--- src/rtl/cordic_vector.sv ---
// Iterative 16-step CORDIC in vectoring mode: converts (x, y) to atan2 angle
// (Q3.29 radians) and gain-scaled magnitude, one micro-rotation per clock.
module cordic_vector (
  input  logic        clk,
  input  logic        reset,
  input  logic        start,
  input  logic [31:0] x_in,
  input  logic [31:0] y_in,
  output logic [31:0] angle_out,
  output logic [31:0] mag_out,
  output logic        busy,
  output logic        done
);

  typedef enum logic [1:0] {IDLE, ITER, DONE} state_t;

  localparam logic signed [31:0] PI_HALF     = 32'sh3243F6A9;
  localparam logic signed [31:0] NEG_PI_HALF = 32'shCDBC0957;

  state_t             state;
  logic [3:0]         iter;
  logic signed [33:0] x, y;
  logic signed [31:0] z;
  logic               zero_vec;

  logic signed [33:0] x_ext, y_ext, x_sh, y_sh;
  logic signed [31:0] e;

  assign x_ext = {{2{x_in[31]}}, x_in};
  assign y_ext = {{2{y_in[31]}}, y_in};
  assign x_sh  = x >>> iter;
  assign y_sh  = y >>> iter;

  // atan(2^-i) scaled by 2^29
  always_comb begin
    case (iter)
      4'd0:    e = 32'sd421657428;
      4'd1:    e = 32'sd248918914;
      4'd2:    e = 32'sd131521918;
      4'd3:    e = 32'sd66762579;
      4'd4:    e = 32'sd33510843;
      4'd5:    e = 32'sd16771758;
      4'd6:    e = 32'sd8387925;
      4'd7:    e = 32'sd4194219;
      4'd8:    e = 32'sd2097141;
      4'd9:    e = 32'sd1048575;
      4'd10:   e = 32'sd524288;
      4'd11:   e = 32'sd262144;
      4'd12:   e = 32'sd131072;
      4'd13:   e = 32'sd65536;
      4'd14:   e = 32'sd32768;
      default: e = 32'sd16384;
    endcase
  end

  always_ff @(posedge clk) begin
    if (!reset) begin
      state     <= IDLE;
      iter      <= 4'd0;
      busy      <= 1'b0;
      done      <= 1'b0;
      angle_out <= 32'd0;
      mag_out   <= 32'd0;
      x         <= '0;
      y         <= '0;
      z         <= '0;
      zero_vec  <= 1'b0;
    end else begin
      done <= 1'b0;
      case (state)
        IDLE: begin
          if (start) begin
            state    <= ITER;
            iter     <= 4'd0;
            busy     <= 1'b1;
            zero_vec <= (x_in == 32'd0) && (y_in == 32'd0);
            // Fold left half-plane into the right half so the CORDIC range covers it
            if (!x_in[31]) begin
              x <= x_ext;
              y <= y_ext;
              z <= 32'sd0;
            end else if (!y_in[31]) begin
              x <= y_ext;
              y <= -x_ext;
              z <= PI_HALF;
            end else begin
              x <= -y_ext;
              y <= x_ext;
              z <= NEG_PI_HALF;
            end
          end
        end
        ITER: begin
          // NOTE: non-blocking assignments make x and y both update from the old values.
          if (!y[33]) begin
            x <= x + y_sh;
            y <= y - x_sh;
            z <= z + e;
          end else begin
            x <= x - y_sh;
            y <= y + x_sh;
            z <= z - e;
          end
          if (iter == 4'd15) begin
            state <= DONE;
            busy  <= 1'b0;
          end else begin
            iter <= iter + 4'd1;
          end
        end
        DONE: begin
          done      <= 1'b1;
          angle_out <= zero_vec ? 32'd0 : z;
          mag_out   <= zero_vec ? 32'd0 : x[31:0];
          iter      <= 4'd0;
          state     <= IDLE;
        end
        default: state <= IDLE;
      endcase
    end
  end

endmodule

--- config.mk ---
export PLATFORM = sky130hd
export DESIGN_NAME = cordic_vector
export DESIGN_NICKNAME = d
export VERILOG_FILES = /design/src/rtl/cordic_vector.sv
export SDC_FILE = /design/constraint.sdc
export NUM_CORES = 1
export LEC_CHECK = 0
export ABC_CLOCK_PERIOD_IN_PS = 7000
export BUFFER_PORTS_ARGS = -buffer_cell sky130_fd_sc_hd__buf_2
export CAP_MARGIN = 20
export CORE_MARGIN = 2
export CORE_UTILIZATION = 50
export CTS_CLUSTER_DIAMETER = 30
export CTS_CLUSTER_SIZE = 40
export DETAILED_ROUTE_END_ITERATION = 7
export HOLD_SLACK_MARGIN = 0.08
export PLACE_DENSITY = 0.77
export RECOVER_POWER = 50
export SLEW_MARGIN = 40
export SYNTH_ARGS = -nofsm -noshare
export SYNTH_HDL_FRONTEND = slang
export SYNTH_SLANG_ARGS = --single-unit
--- constraint.sdc ---
create_clock -name clk -period 7 [get_ports clk]
set_clock_uncertainty 0.2 [all_clocks]
set_input_delay 0.7 -clock clk [delete_from_list [all_inputs] [get_ports clk]]
set_output_delay 0.7 -clock clk [all_outputs]
set_load 0.05 [all_outputs]
==> results.yml <==
run_status:
  status: "complete, but fails checks"
  violations: "capacitance limit, slew limit"
clocking:
  clk_latency_ps: 600
  cts_tree: "yes"
  h-tree-depth: 2
  clk_pin_slew_ps: 50
  cts_resized: 0
  post_cts_buffers: 0
  cts.root.buffer_cell: "clkbuf_16"
  cts_hold_buf: 0
  cts_buffers: 51
  cts_buffer_depth: 3
  clock-sinks: 201
timing:
  setup_viol: 0
  worstMarginPinSlew_ps: 3090
  setup_slack_ps: 513
  max_freq_mhz: 154
  hold_viol_final: 0
  relSlewSlack: -1.06
  min_period_over_period: 0.927
  final_max_slew_viol_count: 177
  rsz0062_at_grt: "false"
  fin_crit_ps: 6490
  fin_setup_tns_ps: 0
global_routing:
  grt_pass1_wl_um: 109000
  grt_pass1_vias: 19300
  grt_max_degree: 108
  grt_usage: 0.333
  grt-ovfl-total: 0
  antenna_found_initial: 1
synthesis:
  yosys.area.top_type_share: 0.202
  ys_types: 100
  synth_seq_cells: 201
  async_flop_share: 0
  syn_avg_cell_area_um2: 7.78
  ys_seq_area_frac: 0.202
  synth_area_leaders: "dfxtp_1 (20%), ha_1 (7.0%), a21oi_1 (6.6%)"
  synth_edf_count: 0
  syn-num-nets: 2742
  netlist_area_um2: 19900
  yosys.area.top_type: "dfxtp_1"
  synth_ff_type: "dfxtp_1"
  yosysWarnings: 0
  synthCells: 2561
final_layout:
  layout_commonest_cell: "a21oi_1"
  stdcell_count: 3187
  final_cell_mix: "a21oi_1 (262), nor2_1 (255), nand2_1 (230)"
  nNetsFinal: 2798
  final_cell_area_um2: 22600
  drive_above_1_share: 0.114
  area_growth_pct: 13.3
critical_path:
  crit_fanout: 39
  cpMostUsedCell: "a21oi_1"
  crit_required_ps: 7250
  reg2reg_setup_slack_ps: 510
  crit_type: "flop to flop"
  slowest_delay_ps: 700
  critical_path_buf_inv_count: 1
  cp-start-kind: "flop"
  worstPathArrival_ps: 6740
  critPathTopFamily: "compound AO/OA/AOI/OAI gates"
  path_cells: "buf_4 -> mux4_2 -> and2_1 -> a21oi_1 -> nor2_1 -> a21oi_1 -> ha_1 -> nand2_1 -> nor2_1 -> a21oi_1 -> xor2_1 -> ha_1 -> and3_1 -> nand2_1 -> o31ai_1 -> a21o_1 -> a41oi_1 -> nor3b_1 -> o41ai_1 -> a21oi_1"
  setup.worst_path.end_class: "flop"
  slowest_stage: "dfxtp_4"
die:
  die_w_um: 204
  start_util: 0.504
  io_pins: 133
  core_area_um2: 39500
  chipHeight_um: 204
  rows: 73
  fp.dieArea_um2: 41500
min_path:
  hold_path.class: "flop to flop"
detailed_routing:
  wirelength_um: 70600
  drcViolationCount: 0
  antenna_left: 0
  firstDrtPassIters: 6
  vias: 20900
  detail_route.wl_per_cell_um: 22.2
  drt_iter0_markers: 2487
  drt-vias-per-instance: 6.55
place:
  gp_congestion: 1.05
  placed_cells: 3088
  place_area_um2: 20900
  post-place-ws_ps: 693
  place_hpwl_um: 51800
  portBuffers: 132
power_and_ir_drop:
  p_leak_uw: 0.00901
  ir_drop_mv: 0.192
  powerDensity_nw_per_um2: 314
job:
  maxCapViolCount: 3
logic make-up after synthesis:
logic type	count (synthesis)	synth area share
AO/OA/AOI/OAI	893	0.290
AND/OR/NAND/NOR	787	0.187
buffers and inverters	224	0.0477
XOR/XNOR	206	0.0905
flip-flops	201	0.202
multiplexers	136	0.111
adder cells (fa/ha/maj)	114	0.0727
Yosys cell counts, drive strengths merged, types with 9 or more instances:
| library cell | n |
|---|---|
| o31ai | 16 |
| a21oi | 264 |
| or3 | 23 |
| inv | 57 |
| nor3 | 65 |
| mux2 | 21 |
| xnor2 | 138 |
| a22oi | 13 |
| nor4 | 18 |
| o22ai | 18 |
| a211oi | 82 |
| buf | 53 |
| nor2b | 32 |
| o31a | 9 |
| a31oi | 26 |
| ha | 111 |
| a22o | 69 |
| and2 | 14 |
| nor3b | 10 |
| clkbuf | 113 |
| mux2i | 54 |
| nand2b | 18 |
| nor2 | 257 |
| dfxtp | 201 |
| mux4 | 61 |
| o211ai | 29 |
| xor2 | 68 |
| o21ai | 194 |
| and3 | 20 |
| nand3 | 52 |
| o21bai | 19 |
| nand2 | 231 |
| a21o | 45 |
| o21a | 17 |
| nand4 | 14 |
stage by stage:
step	total power [µW]	hold slack [ps]	utilization
after global placement	4470	255	0.528
after CTS	6990	274	0.573
after floorplan	3760	232	-
final	7080	270	0.571
after global routing	7440	285	0.571
after detailed placement	4550	258	0.528
state kept, by name (all words and copies together), names as in the netlist, 2 cells and up:
name,cells
e,28
x,34
y,34
angle_out,32
z,32
iter,4
state,2
mag_out,32
worst paths after layout:
path / start / endpoint / cells after the start
worst min register to register: zero_vec$_SDFFE_PN0P_ / zero_vec$_SDFFE_PN0P_ / 2
worst max-delay path: iter[2]$_SDFFE_PN0P_ / x[28]$_SDFFE_PN0P_ / 20
worst max register to register: iter[2]$_SDFFE_PN0P_ / x[28]$_SDFFE_PN0P_ / 20
worst min-delay path: zero_vec$_SDFFE_PN0P_ / zero_vec$_SDFFE_PN0P_ / 2
power breakdown:
group | internal, µW | switching, µW | total [µW]
clock | 1590 | 833 | 2420
sequential | 1250 | 216 | 1460
combinational | 1310 | 1890 | 3200
area by class of cell:
type | instances | area (µm²)
multi-input combinational | 2136 | 15000
clock buffer | 58 | 1340
antenna | 2 | 5.00
tap | 525 | 657
fill | 3611 | 17000
inverter | 58 | 218
timing repair buffer | 169 | 888
clock inverter | 38 | 437
sequential | 201 | 4040
layer usage:
metal  track usage  routed length (µm)
met1         0.479               30300
met3        0.0845                8790
met2         0.479               29200
met5             0                   0
met4         0.118                2400
worst register-to-register path, cell delays in order, from the launching register on:
cell	delay [ps]
dfxtp_4	700
buf_4	560
mux4_2	410
and2_1	210
a21oi_1	120
nor2_1	50
a21oi_1	220
ha_1	320
nand2_1	110
nor2_1	450
a21oi_1	150
xor2_1	190
ha_1	410
and3_1	280
nand2_1	120
o31ai_1	660
a21o_1	250
a41oi_1	260
nor3b_1	230
o41ai_1	340
a21oi_1	100
No activity file was read; power rests on OpenSTA's default activity.
